**src/rtl/elevator_scan_controller.sv**
```systemverilog
// Multi-floor SCAN elevator controller: latches floor calls, serves them in
// the current direction until none remain ahead, then reverses.
module elevator_scan_controller #(
  parameter int unsigned NUM_FLOORS   = 8,
  parameter int unsigned FLOOR_W      = 4,
  parameter int unsigned TRAVEL_TICKS = 10,
  parameter int unsigned DOOR_TICKS   = 4
) (
  input  logic                  clk,
  input  logic                  rst,
  input  logic [NUM_FLOORS-1:0] req,
  output logic [NUM_FLOORS-1:0] pending,
  output logic [FLOOR_W-1:0]    current_floor,
  output logic                  dir_up,
  output logic                  moving,
  output logic                  door_open,
  output logic                  idle
);

  localparam int unsigned TW = (TRAVEL_TICKS > 1) ? $clog2(TRAVEL_TICKS) : 1;
  localparam int unsigned DW = (DOOR_TICKS > 1) ? $clog2(DOOR_TICKS) : 1;
  localparam logic [TW-1:0] T_LAST = TW'(TRAVEL_TICKS - 1);
  localparam logic [DW-1:0] D_LAST = DW'(DOOR_TICKS - 1);

  typedef enum logic [1:0] {S_IDLE, S_MOVE_UP, S_MOVE_DOWN, S_DOOR} state_t;

  state_t                  state_q, state_d;
  logic [FLOOR_W-1:0]      floor_q, floor_d, nf;
  logic                    dir_q, dir_d;
  logic [NUM_FLOORS-1:0]   pend_q, clr, pr, cur_oh, nf_oh;
  logic [TW-1:0]           tcnt_q, tcnt_d;
  logic [DW-1:0]           dcnt_q, dcnt_d;
  logic                    here, above, below, nf_above, nf_below;
  logic                    pick_up, pick_dn;

  // Floors strictly above f. Shift/mask form avoids indexing pending with a
  // floor index that may be wider than the vector needs.
  function automatic logic [NUM_FLOORS-1:0] mask_above(input logic [FLOOR_W-1:0] f);
    logic [NUM_FLOORS-1:0] m;
    m = '0;
    for (int unsigned i = 0; i < NUM_FLOORS; i++) m[i] = (FLOOR_W'(i) > f);
    return m;
  endfunction

  function automatic logic [NUM_FLOORS-1:0] mask_below(input logic [FLOOR_W-1:0] f);
    logic [NUM_FLOORS-1:0] m;
    m = '0;
    for (int unsigned i = 0; i < NUM_FLOORS; i++) m[i] = (FLOOR_W'(i) < f);
    return m;
  endfunction

  function automatic logic [NUM_FLOORS-1:0] onehot(input logic [FLOOR_W-1:0] f);
    return NUM_FLOORS'(1) << f;
  endfunction

  // Next-state, counters, direction and call-clear decode.
  always_comb begin
    state_d = state_q;
    floor_d = floor_q;
    dir_d   = dir_q;
    tcnt_d  = tcnt_q;
    dcnt_d  = dcnt_q;
    clr     = '0;

    pr       = pend_q | req;
    cur_oh   = onehot(floor_q);
    here     = |(pend_q & cur_oh);
    above    = |(pend_q & mask_above(floor_q));
    below    = |(pend_q & mask_below(floor_q));
    nf       = (state_q == S_MOVE_DOWN) ? floor_q - FLOOR_W'(1) : floor_q + FLOOR_W'(1);
    nf_oh    = onehot(nf);
    nf_above = |(pend_q & mask_above(nf));
    nf_below = |(pend_q & mask_below(nf));
    // Keep the current preference when it has work, otherwise take the other side.
    pick_up  = above && (dir_q || !below);
    pick_dn  = below && (!dir_q || !above);

    case (state_q)
      S_IDLE: begin
        if (here) begin
          state_d = S_DOOR;
          dcnt_d  = '0;
          clr     = cur_oh;
        end else if (pick_up) begin
          state_d = S_MOVE_UP;
          dir_d   = 1'b1;
          tcnt_d  = '0;
        end else if (pick_dn) begin
          state_d = S_MOVE_DOWN;
          dir_d   = 1'b0;
          tcnt_d  = '0;
        end
      end
      S_MOVE_UP, S_MOVE_DOWN: begin
        if (tcnt_q == T_LAST) begin
          floor_d = nf;
          tcnt_d  = '0;
          if (|(pr & nf_oh)) begin
            state_d = S_DOOR;
            dcnt_d  = '0;
            clr     = nf_oh;
          end else if (state_q == S_MOVE_UP ? nf_above : nf_below) begin
            state_d = state_q;
          end else if (state_q == S_MOVE_UP ? nf_below : nf_above) begin
            state_d = (state_q == S_MOVE_UP) ? S_MOVE_DOWN : S_MOVE_UP;
            dir_d   = (state_q != S_MOVE_UP);
          end else begin
            state_d = S_IDLE;
          end
        end else begin
          tcnt_d = tcnt_q + TW'(1);
        end
      end
      S_DOOR: begin
        clr = cur_oh;
        if (|(req & cur_oh)) begin
          dcnt_d = '0;
        end else if (dcnt_q == D_LAST) begin
          if (pick_up) begin
            state_d = S_MOVE_UP;
            dir_d   = 1'b1;
            tcnt_d  = '0;
          end else if (pick_dn) begin
            state_d = S_MOVE_DOWN;
            dir_d   = 1'b0;
            tcnt_d  = '0;
          end else begin
            state_d = S_IDLE;
          end
        end else begin
          dcnt_d = dcnt_q + DW'(1);
        end
      end
      default: state_d = S_IDLE;
    endcase
  end

  // State, position, direction, counters and pending-call register.
  always_ff @(posedge clk or posedge rst) begin
    if (rst) begin
      state_q <= S_IDLE;
      floor_q <= '0;
      dir_q   <= 1'b1;
      pend_q  <= '0;
      tcnt_q  <= '0;
      dcnt_q  <= '0;
    end else begin
      state_q <= state_d;
      floor_q <= floor_d;
      dir_q   <= dir_d;
      pend_q  <= (pend_q | req) & ~clr;
      tcnt_q  <= tcnt_d;
      dcnt_q  <= dcnt_d;
    end
  end

  assign pending       = pend_q;
  assign current_floor = floor_q;
  assign dir_up        = dir_q;
  assign moving        = (state_q == S_MOVE_UP) || (state_q == S_MOVE_DOWN);
  assign door_open     = (state_q == S_DOOR);
  assign idle          = (state_q == S_IDLE);

endmodule

```
**config.mk**
```make
export PLATFORM = sky130hd
export DESIGN_NAME = elevator_scan_controller
export DESIGN_NICKNAME = d
export VERILOG_FILES = /design/src/rtl/elevator_scan_controller.sv
export SDC_FILE = /design/constraint.sdc
export NUM_CORES = 1
export LEC_CHECK = 0
export ABC_AREA = 1
export CORE_MARGIN = 2
export CORE_UTILIZATION = 57
export CTS_CLUSTER_SIZE = 10
export DETAILED_ROUTE_END_ITERATION = 16
export GPL_TIMING_DRIVEN = 0
export PLACE_DENSITY = 0.87
export SYNTH_ARGS = -nofsm -noshare
export SYNTH_HDL_FRONTEND = slang
export SYNTH_SLANG_ARGS = --single-unit
```
**constraint.sdc**
```tcl
create_clock -name clk -period 3.5 [get_ports clk]
set_input_delay 0.7 -clock clk [delete_from_list [all_inputs] [get_ports clk]]
set_output_delay 0.7 -clock clk [all_outputs]
set_load 0.05 [all_outputs]
```
# == Word-level counts from Yosys, hierarchy flattened ==
# Cells that the tools add are included.
# op_classes
n_reduce_logical,22
n_bitwise,10
add_sub_neg,4
n_shift,2
n_mux,43
eq_ne,18
n_lt_le_gt_ge,32
# ops
operator,count
$and A8 B8 Y8,8
$reduce_or A8 Y1,7
$mux W2,17
$gt A3 B4 Y1 const A,8
$lt A3 B4 Y1 const A,8
$mux W4,7
$mux W8,3
$pmux W8 S3,1
$gt A1 B4 Y1 const A,4
$gt A2 B4 Y1 const A,4
$lt A1 B4 Y1 const A,4
$lt A2 B4 Y1 const A,4
$shl A1 B4 Y8 const A,2
$ne A2 B2 Y1 const B,7
$pmux W2 S3,2
$pmux W4 S3,1
$mux W1,11
$add A4 B1 Y4 const B,2
$not A8 Y8,1
$or A8 B8 Y8,1
$reduce_and A7 Y1,1
$eq A2 B2 Y1 const B,3
$ne A2 B1 Y1 const B,3
$ne A3 B3 Y1 const B,2
15 further kinds,20
# totals
input_bits,10
reg_bits,21
wordCells,137
output_inout_bits,16

# == Depth between registers and ports, before layout ==
# Gate-level depths: netlist of run 1.
# depth
word_depth,11
depth_mapped,20
ltp_nobuf,19

# == Least setup slack after synthesis of run 1 ==
# No wires, ideal clock.
# synth_timing
path_type,register -> register
start,register floor_q[0] (netlist: current_floor[0])
end,register state_q[1]
arrival_time_ps,2817
slack_ps,618
period_less_slack_ps,2882
required_ps,3435
path_stages_with_launch,18
n_path_buf,2
setup_time_ps,65
path_cell_list,dfrtp_1 > buf_2 > inv_1 > ha_1 > ha_1 > nand2_1 > o21ai_1 > buf_2 > nor2_1 > nand3_1 > nand3_1 > nand2_1 > nor2_1 > nand3_2 > nand3_1 > nand2_2 > nand3b_1 > nand2_1
# synth_between
elab_chain_cells,11
word_cells_on_any_way,74
cone_classes,add/sub (2); order compare (32); eq/ne (3); shift (2); mux (14); bitwise (7); reduce/logical (14)
# synth_lines
item,line_no,source
from (decl),28,"logic [FLOOR_W-1:0] floor_q, floor_d, nf;"
from (signal assigned),149,floor_q <= floor_d;
$add A4 B1 Y4 (tied with other cells),70,nf = (state_q == S_MOVE_DOWN) ? floor_q - FLOOR_W'(1) : floor_q + FLOOR_W'(1);
$mux W4 or $and A8 B8 Y8 (tied branches),"70, 68",
$gt A1 B4 Y1 (tied with other cells),41,for (int unsigned i = 0; i < NUM_FLOORS; i++) m[i] = (FLOOR_W'(i) > f);
$and A8 B8 Y8 (tied with other cells),72,nf_above = |(pend_q & mask_above(nf));
$reduce_or A8 Y1 (tied with other cells),72,
$mux W1 or $logic_and A1 B1 Y1 (tied branches),"104, 76",
$mux W2 (on tied branches),"104, 123",
$mux W2 (on tied branches),"102, 119",
$mux W2 (on tied branches),"98, 118",
$mux W2 (on tied branches),"95, 116",
$pmux W2 S3,78,case (state_q)
to (signal assigned),148,state_q <= state_d;
to (decl),27,"state_t state_q, state_d;"
# Several ways; a longest one is shown, not always the timed one. The select of a mux whose other input is x is not followed.
# A chain may end at the register's enable or synchronous reset.

# == Final worst setup path of run 1 ==
# Ends and elaborated chain as after synthesis.

==> impl_metrics.py, run 1 <==
metrics = {
    "pwr": {
        "cellLeakagePower_nw": 1.37,
        "power_density_mw_per_mm2": 1040,
        "power.share.combinational_pct": 78.8,
        "total_switching_power_w": 0.00161,
        "seq_power_share_pct": 15.3,
        "vdd.ir_drop.worst_mv": 0.644,
        "p_sw_share_pct": 60.1,
        "power_report.internal_total_w": 0.00107,
        "p_clk_share_pct": 5.9,
    },
    "synth": {
        "netlist-cell-type-count": 32,
        "synth.ff_latch_count": 21,
        "netlist.area_leader.share_pct": 22.6,
        "yosysWarnings": 0,
        "postSynthCellCount": 358,
        "synthDominantAreaCellType": "sky130_fd_sc_hd__dfrtp_1",
        "syn_nets": 383,
        "post_synth_main_area_contributors": "sky130_fd_sc_hd__dfrtp_1 23%, sky130_fd_sc_hd__nand2_1 14%, sky130_fd_sc_hd__inv_1 9.1%, sky130_fd_sc_hd__nor2_1 9.0%, sky130_fd_sc_hd__ha_1 8.5%",
        "synth.avg_cell_area_um2": 6.19,
        "synth.yosys.seq_area_share_pct": 23.8,
        "mappedNetlistArea_mm2": 0.00222,
    },
    "floorplan": {
        "core-area_mm2": 0.00369,
        "die_height_um": 66.4,
        "initial_utilization_pct": 60.1,
        "die_area_mm2": 0.00440,
        "boundaryPins": 26,
        "die-width_um": 66.4,
        "placementRows": 22,
    },
    "setup_path": {
        "critical_path_buf_inv_count": 3,
        "cp_cell_sequence": "buf_2 -> inv_1 -> ha_1 -> ha_1 -> nand2_1 -> o21ai_1 -> buf_2 -> nor2_1 -> nand3b_1 -> nand2_1 -> nor2_1 -> nand2_1 -> nor2_1 -> nand3_1 -> nand2_2 -> nand3b_1 -> nand2_1",
        "path_class": "reg2reg",
        "worst_path_most_repeated_cell": "sky130_fd_sc_hd__nand2_1",
        "end_kind": "flop",
        "timing.critical_path.arrival_ns": 3.25,
        "timing.critical_path.from_type": "flop",
        "path_delay_family": "simple AND/OR/NAND/NOR gates",
        "timing.critical_path.fanout_max": 10,
        "worst-endpoint-required_ns": 3.65,
        "crit_slowest_cell": "sky130_fd_sc_hd__dfrtp_1",
        "cpPeakStageDelay_ns": 0.42,
    },
    "sta": {
        "clock.fmax_mhz": 323,
        "final-max-slew-violation-count": 0,
        "hold-worst-slack_ns": 0.504,
        "hold_viol": 0,
        "finalSetupTns_ns": 0,
        "grt_setup_unrepaired": "no",
        "post-route-period-util_pct": 88.5,
        "period_minus_slack_ns": 3.10,
        "worst_slew_margin_rel_pct": 45.2,
        "slew_worst_pin_ns": 0.821,
        "setup_viol_count_final": 0,
        "finalClockSkew_ns": 0.00301,
    },
    "clock_network": {
        "cts.repair_timing.setup_buffer_count": 0,
        "postcts_resize_cnt": 0,
        "ctsHoldBuffers": 0,
        "cts_tree": "yes",
        "tritoncts.num_buffers": 3,
        "numClockSinks": 21,
        "buffer_levels_on_the_longest_clock_path": 2,
        "clock_latency_ns": 0.26,
        "htree_levels": 1,
        "clock_pin_slew_of_the_registers_on_the_worst_case_setup_and_hold_paths_ns": 0.08,
        "clock-root-buffer": "sky130_fd_sc_hd__clkbuf_8",
    },
    "route": {
        "dr.first_iter.drc_count": 305,
        "postRouteWirelength_um": 6370,
        "detail_route.first_pass.iterations": 6,
        "via_count": 2474,
        "final_antenna_net_count": 0,
        "routed_via_density": 5.69,
        "drt-wirelength-per-cell_um": 14.6,
        "drt_drc_violations_left": 0,
    },
    "cells_and_area": {
        "layout-drive-gt1-share_pct": 7.24,
        "design.final.nets": 413,
        "finalCoreUtilization_pct": 69.7,
        "fill_cells": 323,
        "antennaDiodeCount": 0,
        "area_delta_synth_final_pct": 16.0,
        "design_area_mm2": 0.00257,
    },
    "hold_path": {
        "worst_hold_path_type": "reg2reg",
    },
    "grt": {
        "groute.layer.met3.usage_pct": 4.60,
        "grt-ovfl-total": 0,
        "wire_length_of_the_first_global_routing_pass_um": 10600,
        "gr-usage-all-layers_pct": 31.6,
        "grt_start_max_net_pins": 22,
        "grt_pass1_vias": 2283,
        "globalRoute.busiestLayer": "met2",
        "grt_antenna_before_repair": 0,
        "grt_util_met1_pct": 44.6,
        "met2_usage_pct": 50.7,
    },
    "place": {
        "post_place_instance_area_mm2": 0.00253,
        "post-dp-hpwl_um": 5050,
        "gpl_wtd_cong": 0.986,
        "numPortBuffers": 25,
    },
    "status": {
        "status": "completed",
    },
    "job": {
        "drv_cap": 0,
    },
}
cell usage after synthesis:
cell,count
sky130_fd_sc_hd__buf_2,2
sky130_fd_sc_hd__nor2_4,1
sky130_fd_sc_hd__o21a_1,1
sky130_fd_sc_hd__nor2_1,53
sky130_fd_sc_hd__o21ai_0,11
sky130_fd_sc_hd__o21ai_1,2
sky130_fd_sc_hd__xor2_1,2
sky130_fd_sc_hd__nor3_2,1
sky130_fd_sc_hd__nand2_2,7
sky130_fd_sc_hd__nand3b_1,6
sky130_fd_sc_hd__nand2_1,84
sky130_fd_sc_hd__dfstp_2,1
sky130_fd_sc_hd__nand3_1,28
sky130_fd_sc_hd__a21oi_1,17
sky130_fd_sc_hd__inv_1,54
sky130_fd_sc_hd__a31oi_1,1
sky130_fd_sc_hd__buf_4,2
sky130_fd_sc_hd__a211oi_1,3
sky130_fd_sc_hd__nor3_1,10
sky130_fd_sc_hd__buf_1,1
sky130_fd_sc_hd__o211ai_1,2
sky130_fd_sc_hd__nor2_2,2
sky130_fd_sc_hd__dfrtp_1,20
sky130_fd_sc_hd__nand2_4,2
sky130_fd_sc_hd__ha_1,15
sky130_fd_sc_hd__inv_2,2
sky130_fd_sc_hd__nand4_2,1
sky130_fd_sc_hd__nand4_1,12
sky130_fd_sc_hd__clkbuf_1,1
sky130_fd_sc_hd__nand3_2,3
sky130_fd_sc_hd__buf_6,1
sky130_fd_sc_hd__o22ai_1,10
sequential cells by signal (all words and copies together) (netlist names):
register,cells
current_floor,4
dir_up,1
pending,8
state_q,2
tcnt_q,4
dcnt_q,2
layout by cell type, fill, tap and decap left out, types with 7 or more instances in the layout:
cell / count
sky130_fd_sc_hd__nand2_1: 84
sky130_fd_sc_hd__inv_1: 54
sky130_fd_sc_hd__nor2_1: 53
sky130_fd_sc_hd__nand3_1: 28
sky130_fd_sc_hd__clkdlybuf4s50_1: 25
sky130_fd_sc_hd__dfrtp_1: 20
sky130_fd_sc_hd__a21oi_1: 17
sky130_fd_sc_hd__ha_1: 15
sky130_fd_sc_hd__nand4_1: 12
sky130_fd_sc_hd__o21ai_0: 11
sky130_fd_sc_hd__o22ai_1: 10
sky130_fd_sc_hd__nor3_1: 10
sky130_fd_sc_hd__nand2_2: 7
final cells by class:
cell class,count,area (um2),area share (%)
clock buffers,4,45.0,1.75
inverters,56,210,8.17
plain buffers,7,43.8,1.70
flip-flops and latches,21,527,20.5
multi-input cells,274,1440,55.8
well taps,48,60.1,2.33
repair buffers,25,250,9.73
through the flow:
stage / worst slack (ns) / power (W) / instances
after floorplan: 0.618 / 0.00199 / 358
after global placement: 0.537 / 0.00243 / 431
after detailed placement: 0.491 / 0.00248 / 431
after CTS: 0.459 / 0.00265 / 435
after global routing: 0.104 / 0.00295 / 435
final: 0.402 / 0.00268 / 435
power by group through the flow:
stage                     sequential [W]  combinational (W)  clock [W]
final                           0.000409            0.00211   0.000159
after global routing            0.000420            0.00236   0.000172
after CTS                       0.000406            0.00208   0.000160
after detailed placement        0.000410            0.00207          0
after global placement          0.000407            0.00203          0
after floorplan                 0.000506            0.00148          0
metal layers:
layer / up-vias / routed length (um)
met3: 14 / 731
met4: 0 / 104
met1: 1114 / 2640
li1: 1223 / -
met5: - / 0
met2: 123 / 2890
path summary, 6_finish.rpt:
path                       slack, ns                    startpoint                            to  cells past startpoint
max                             0.40  current_floor[0]$_DFFE_PP0P_        state_q[1]$_DFFE_PP0P_                     17
min                             0.50            dir_up$_DFFE_PP1P_            dir_up$_DFFE_PP1P_                      2
max reg2reg                     0.40  current_floor[0]$_DFFE_PP0P_        state_q[1]$_DFFE_PP0P_                     17
min reg2reg                     0.50            dir_up$_DFFE_PP1P_            dir_up$_DFFE_PP1P_                      2
max in group asynchronous       2.08                           rst          pending[7]$_DFF_PP0_                      2
min in group asynchronous       0.91                           rst  current_floor[3]$_DFFE_PP0P_                      2
cells by family (layout without fill, tap and decap cells):
kind of cell / Yosys count / count (layout) / share of synthesized area, %
simple gates: 210 / 210 / 43.6
compound gates: 47 / 47 / 11.9
flops: 21 / 21 / 23.8
buf+inv: 63 / 92 / 11.5
fa+ha+maj: 15 / 15 / 8.47
xor+xnor: 2 / 2 / 0.790
worst reg2reg max path: stages, from the launching register on:
cell                       delay [ns]
sky130_fd_sc_hd__dfrtp_1         0.42
sky130_fd_sc_hd__buf_2           0.24
sky130_fd_sc_hd__inv_1           0.17
sky130_fd_sc_hd__ha_1            0.29
sky130_fd_sc_hd__ha_1            0.29
sky130_fd_sc_hd__nand2_1         0.04
sky130_fd_sc_hd__o21ai_1         0.14
sky130_fd_sc_hd__buf_2           0.27
sky130_fd_sc_hd__nor2_1          0.12
sky130_fd_sc_hd__nand3b_1        0.10
sky130_fd_sc_hd__nand2_1         0.05
sky130_fd_sc_hd__nor2_1          0.09
sky130_fd_sc_hd__nand2_1         0.16
sky130_fd_sc_hd__nor2_1          0.23
sky130_fd_sc_hd__nand3_1         0.12
sky130_fd_sc_hd__nand2_2         0.10
sky130_fd_sc_hd__nand3b_1        0.11
sky130_fd_sc_hd__nand2_1         0.05
Power figures use the tool's default switching activity.
==> run 2: changes to the inputs <==
--- a/config.mk
+++ b/config.mk
@@ -7,11 +7,13 @@
 export LEC_CHECK = 0
 export ABC_AREA = 1
 export CORE_MARGIN = 2
-export CORE_UTILIZATION = 57
+export CORE_UTILIZATION = 58
+export CTS_BUF_LIST = sky130_fd_sc_hd__clkbuf_2
 export CTS_CLUSTER_SIZE = 10
 export DETAILED_ROUTE_END_ITERATION = 16
 export GPL_TIMING_DRIVEN = 0
-export PLACE_DENSITY = 0.87
+export PLACE_DENSITY = 0.88
 export SYNTH_ARGS = -nofsm -noshare
 export SYNTH_HDL_FRONTEND = slang
 export SYNTH_SLANG_ARGS = --single-unit
+export TNS_END_PERCENT = 30
==> impl_metrics.py, run 2 (same netlist as run 1, synthesis figures left out) <==
metrics = {
    "status": {
        "status": "completed",
    },
    "grt": {
        "grt_pass1_vias": 2289,
        "grt-ovfl-total": 0,
        "grt_antenna_before_repair": 0,
        "gr-usage-all-layers_pct": 31.5,
        "wire_length_of_the_first_global_routing_pass_um": 10400,
        "grt_start_max_net_pins": 22,
    },
    "sta": {
        "worst_slew_margin_rel_pct": 44.2,
        "finalClockSkew_ns": 0.00251,
        "hold-worst-slack_ns": 0.538,
        "grt_setup_unrepaired": "no",
        "period_minus_slack_ns": 3.17,
        "finalSetupTns_ns": 0,
        "hold_viol": 0,
        "final-max-slew-violation-count": 0,
        "clock.fmax_mhz": 316,
        "slew_worst_pin_ns": 0.836,
        "post-route-period-util_pct": 90.5,
        "setup_viol_count_final": 0,
    },
    "pwr": {
        "power_density_mw_per_mm2": 1040,
        "cellLeakagePower_nw": 1.36,
        "vdd.ir_drop.worst_mv": 0.544,
    },
    "hold_path": {
        "worst_hold_path_type": "reg2reg",
    },
    "clock_network": {
        "cts_tree": "yes",
        "buffer_levels_on_the_longest_clock_path": 2,
        "ctsHoldBuffers": 0,
        "clock-root-buffer": "sky130_fd_sc_hd__clkbuf_2",
        "tritoncts.num_buffers": 3,
        "htree_levels": 1,
        "clock_pin_slew_of_the_registers_on_the_worst_case_setup_and_hold_paths_ns": 0.19,
        "postcts_resize_cnt": 0,
        "numClockSinks": 21,
        "cts.repair_timing.setup_buffer_count": 0,
        "clock_latency_ns": 0.31,
    },
    "route": {
        "via_count": 2508,
        "drt-wirelength-per-cell_um": 14.8,
        "final_antenna_net_count": 0,
        "postRouteWirelength_um": 6420,
        "dr.first_iter.drc_count": 351,
        "detail_route.first_pass.iterations": 7,
        "drt_drc_violations_left": 0,
        "routed_via_density": 5.77,
    },
    "cells_and_area": {
        "most-common-layout-cells": "84 x sky130_fd_sc_hd__nand2_1, 54 x sky130_fd_sc_hd__inv_1, 53 x sky130_fd_sc_hd__nor2_1",
        "design.final.nets": 413,
        "finalCoreUtilization_pct": 69.6,
        "layout-drive-gt1-share_pct": 7.49,
        "largest_reg_flops": 8,
        "fill_cells": 313,
        "mostFrequentLayoutCell": "sky130_fd_sc_hd__nand2_1",
        "post_layout_nonfiller_instances": 435,
        "antennaDiodeCount": 0,
        "area_delta_synth_final_pct": 14.9,
        "design_area_mm2": 0.00255,
    },
    "floorplan": {
        "placementRows": 22,
        "die_height_um": 65.8,
        "initial_utilization_pct": 60.6,
        "boundaryPins": 26,
        "die-width_um": 65.8,
        "core-area_mm2": 0.00366,
        "die_area_mm2": 0.00433,
    },
    "setup_path": {
        "worst-endpoint-required_ns": 3.73,
        "critical_path_buf_inv_count": 3,
        "path_delay_family": "simple AND/OR/NAND/NOR gates",
        "worst_path_most_repeated_cell": "sky130_fd_sc_hd__nand2_1",
        "end_kind": "flop",
        "cpPeakStageDelay_ns": 0.44,
        "timing.critical_path.from_type": "flop",
        "timing.critical_path.fanout_max": 10,
        "cp_cell_sequence": "buf_2 -> inv_1 -> ha_1 -> ha_1 -> nand2_1 -> o21ai_1 -> buf_2 -> nor2_1 -> nand3b_1 -> nand2_1 -> nor2_1 -> nand2_1 -> nor2_1 -> nand3_1 -> nand2_2 -> nand3b_1 -> nand2_1",
        "path_class": "reg2reg",
        "crit_slowest_cell": "sky130_fd_sc_hd__dfrtp_1",
        "timing.critical_path.arrival_ns": 3.40,
    },
    "job": {
        "drv_cap": 0,
    },
    "place": {
        "numPortBuffers": 25,
        "gpl_wtd_cong": 0.962,
        "post-place-cells": 431,
        "post_place_instance_area_mm2": 0.00253,
        "post-dp-hpwl_um": 5040,
    },
}
run 2: cell counts in the layout (fill, tap and decap cells not counted):
No cell type changed its count.
run 2: area by class of cell:
type	count	area (um2)	share of cell area (%)
plain buffers	7	43.8	1.72
clock buffers	4	20.0	0.786
inverters	56	210	8.25
multi-input cells	274	1440	56.4
flip-flops and latches	21	527	20.7
well taps	48	60.1	2.36
repair buffers	25	250	9.82
run 2: per-stage QoR:
step                power (W)  setup WS (ns)
CTS                   0.00259          0.438
finish                0.00264          0.331
global placement      0.00243          0.504
detailed placement    0.00248          0.465
floorplan             0.00199          0.618
global route          0.00287         0.0860
run 2: metal layers:
layer	GRT usage, %	wire, um	up-vias
li1	-	-	1228
met1	43.9	2640	1092
met2	47.7	2860	161
met3	8.18	756	27
met4	9.64	155	0
met5	0	0	-
run 2: tightest hold or removal path, stage by stage, from the launching register on:
cell and delay, ns:
sky130_fd_sc_hd__dfrtp_1 0.40, sky130_fd_sc_hd__nand2_1 0.05, sky130_fd_sc_hd__o21ai_0 0.07
run 2: report_power, final:
part	switching (W)	internal, W
clock network	0.0000721	0.0000303
registers	0.0000868	0.000321
logic	0.00146	0.000667
total	0.00162	0.00102
run 2: path summary, 6_finish.rpt:
check,slack (ns),to,from,depth (start not counted)
worst max register to register,0.33,state_q[1]$_DFFE_PP0P_,current_floor[0]$_DFFE_PP0P_,17
worst min register to register,0.54,dcnt_q[1]$_DFFE_PP0P_,dcnt_q[1]$_DFFE_PP0P_,2
max in group asynchronous,2.17,pending[3]$_DFF_PP0_,rst,2
min in group asynchronous,0.82,current_floor[3]$_DFFE_PP0P_,rst,2
worst min-delay path,0.54,dcnt_q[1]$_DFFE_PP0P_,dcnt_q[1]$_DFFE_PP0P_,2
worst max-delay path,0.33,state_q[1]$_DFFE_PP0P_,current_floor[0]$_DFFE_PP0P_,17
==> run 3: changes to the inputs <==
--- a/config.mk
+++ b/config.mk
@@ -12,7 +12,7 @@
 export CTS_CLUSTER_SIZE = 10
 export DETAILED_ROUTE_END_ITERATION = 16
 export GPL_TIMING_DRIVEN = 0
-export PLACE_DENSITY = 0.88
+export PLACE_DENSITY = 0.82
 export SYNTH_ARGS = -nofsm -noshare
 export SYNTH_HDL_FRONTEND = slang
 export SYNTH_SLANG_ARGS = --single-unit
==> impl_metrics.py, run 3 (same netlist as run 1, synthesis figures left out) <==
metrics = {
    "cells_and_area": {
        "design.final.nets": 413,
        "area_delta_synth_final_pct": 14.9,
        "fill_cells": 336,
        "post_layout_nonfiller_instances": 435,
        "layout-drive-gt1-share_pct": 7.49,
        "largest_reg_flops": 8,
        "antennaDiodeCount": 0,
        "design_area_mm2": 0.00255,
        "mostFrequentLayoutCell": "sky130_fd_sc_hd__nand2_1",
        "most-common-layout-cells": "84 x sky130_fd_sc_hd__nand2_1, 54 x sky130_fd_sc_hd__inv_1, 53 x sky130_fd_sc_hd__nor2_1",
    },
    "route": {
        "final_antenna_net_count": 0,
        "drt-wirelength-per-cell_um": 14.5,
        "dr.first_iter.drc_count": 340,
        "postRouteWirelength_um": 6300,
        "via_count": 2538,
        "drt_drc_violations_left": 0,
        "routed_via_density": 5.83,
        "detail_route.first_pass.iterations": 5,
    },
    "sta": {
        "setup_viol_count_final": 0,
        "grt_setup_unrepaired": "no",
        "hold_viol": 0,
        "worst_slew_margin_rel_pct": 45.9,
        "period_minus_slack_ns": 3.22,
        "final-max-slew-violation-count": 0,
        "finalClockSkew_ns": 0.00581,
        "post-route-period-util_pct": 91.9,
        "hold-worst-slack_ns": 0.521,
        "clock.fmax_mhz": 311,
        "slew_worst_pin_ns": 0.810,
        "finalSetupTns_ns": 0,
    },
    "status": {
        "status": "completed",
    },
    "clock_network": {
        "numClockSinks": 21,
        "clock-root-buffer": "sky130_fd_sc_hd__clkbuf_2",
        "ctsHoldBuffers": 0,
        "postcts_resize_cnt": 0,
        "cts.repair_timing.setup_buffer_count": 0,
        "cts_tree": "yes",
        "htree_levels": 1,
        "buffer_levels_on_the_longest_clock_path": 2,
        "clock_pin_slew_of_the_registers_on_the_worst_case_setup_and_hold_paths_ns": 0.20,
        "tritoncts.num_buffers": 3,
        "clock_latency_ns": 0.33,
    },
    "grt": {
        "gr-usage-all-layers_pct": 31.6,
        "wire_length_of_the_first_global_routing_pass_um": 10500,
        "grt_start_max_net_pins": 22,
        "grt_antenna_before_repair": 0,
        "grt_pass1_vias": 2232,
        "grt-ovfl-total": 0,
    },
    "setup_path": {
        "timing.critical_path.arrival_ns": 3.47,
        "rr_startpoint": "current_floor[0]$_DFFE_PP0P_",
        "worst-endpoint-required_ns": 3.75,
        "critical_path_start": "current_floor[0]$_DFFE_PP0P_",
        "rrSetupSlack_ns": 0.28,
        "reg2reg_to": "state_q[1]$_DFFE_PP0P_",
        "timing.critical_path.fanout_max": 10,
        "timing.critical_path.from_type": "flop",
        "end_kind": "flop",
        "path_class": "reg2reg",
        "worstRegToRegCells": 17,
        "critical_path.endpoint": "state_q[1]$_DFFE_PP0P_",
    },
    "place": {
        "post-dp-hpwl_um": 4980,
        "post_place_instance_area_mm2": 0.00253,
        "post-place-cells": 431,
        "gpl_wtd_cong": 0.961,
        "numPortBuffers": 25,
    },
    "pwr": {
        "p_sw_share_pct": 61.5,
        "total_switching_power_w": 0.00163,
        "power_density_mw_per_mm2": 1040,
        "power.share.combinational_pct": 80.6,
        "power_report.internal_total_w": 0.00102,
        "vdd.ir_drop.worst_mv": 0.523,
        "seq_power_share_pct": 15.3,
        "cellLeakagePower_nw": 1.36,
        "p_clk_share_pct": 4.0,
        "fin_total_pwr_w": 0.00265,
    },
    "floorplan": {
        "boundaryPins": 26,
        "placementRows": 22,
        "core-area_mm2": 0.00366,
        "die_area_mm2": 0.00433,
        "initial_utilization_pct": 60.6,
        "die-width_um": 65.8,
        "die_height_um": 65.8,
    },
    "hold_path": {
        "worst_hold_path_type": "reg2reg",
        "hold_start": "dir_up$_DFFE_PP1P_",
    },
    "job": {
        "drv_cap": 0,
    },
}
## run 3: cell counts in the layout (fill, tap and decap cells not counted)
Identical to the previous run, type by type.
## run 3: area by class of cell
class                   instances  area [um2]  area share, %
plain buffers                   7        43.8           1.72
clock buffers                   4        20.0          0.786
well taps                      48        60.1           2.36
repair buffers                 25         250           9.82
inverters                      56         210           8.25
multi-input cells             274        1440           56.4
flip-flops and latches         21         527           20.7
## run 3: how the worst min path moves through the flow
| stage | cells after the start | slack (ns) | to |
|---|---|---|---|
| after floorplan | 2 | 0.46 | dcnt_q[1]$_DFFE_PP0P_ |
| after global placement | 2 | 0.49 | dcnt_q[1]$_DFFE_PP0P_ |
| after detailed placement | 2 | 0.49 | dir_up$_DFFE_PP1P_ |
| after CTS | 2 | 0.52 | dir_up$_DFFE_PP1P_ |
| after global routing | 2 | 0.55 | dir_up$_DFFE_PP1P_ |
| final | 2 | 0.52 | dir_up$_DFFE_PP1P_ |
## run 3: stage by stage
step | utilization (%) | setup WS, ns
after floorplan | - | 0.618
after global placement | 69.0 | 0.447
after detailed placement | 69.0 | 0.457
after CTS | 69.6 | 0.414
after global routing | 69.6 | 0.0819
final | 69.6 | 0.284
## run 3: worst max-delay path, cell delays in order (launching register included)
cell and delay (ns):
sky130_fd_sc_hd__dfrtp_1 0.43, sky130_fd_sc_hd__buf_2 0.24, sky130_fd_sc_hd__inv_1 0.16, sky130_fd_sc_hd__ha_1 0.30
sky130_fd_sc_hd__ha_1 0.29, sky130_fd_sc_hd__nand2_1 0.04, sky130_fd_sc_hd__o21ai_1 0.13, sky130_fd_sc_hd__buf_2 0.28
sky130_fd_sc_hd__nor2_1 0.14, sky130_fd_sc_hd__nand3b_1 0.11, sky130_fd_sc_hd__nand2_1 0.05, sky130_fd_sc_hd__nor2_1 0.10
sky130_fd_sc_hd__nand2_1 0.20, sky130_fd_sc_hd__nor2_1 0.24, sky130_fd_sc_hd__nand3_1 0.13, sky130_fd_sc_hd__nand2_2 0.11
sky130_fd_sc_hd__nand3b_1 0.12, sky130_fd_sc_hd__nand2_1 0.06
## run 3: power by group through the flow
stage / combinational [W] / sequential [W] / clock (W)
3_5_place_dp: 0.00207 / 0.000408 / 0
6_report: 0.00213 / 0.000405 / 0.000107
5_1_grt: 0.00235 / 0.000414 / 0.000114
3_3_place_gp: 0.00205 / 0.000408 / 0
2_1_floorplan: 0.00148 / 0.000506 / 0
4_1_cts: 0.00209 / 0.000403 / 0.000108
## run 3: metal layers
| metal | GRT usage (%) | vias to the layer above | wire (um) |
|---|---|---|---|
| met5 | 0 | - | 0 |
| met4 | 8.59 | 0 | 146 |
| met2 | 49.6 | 150 | 2750 |
| li1 | - | 1227 | - |
| met3 | 4.94 | 16 | 702 |
| met1 | 45.0 | 1145 | 2700 |
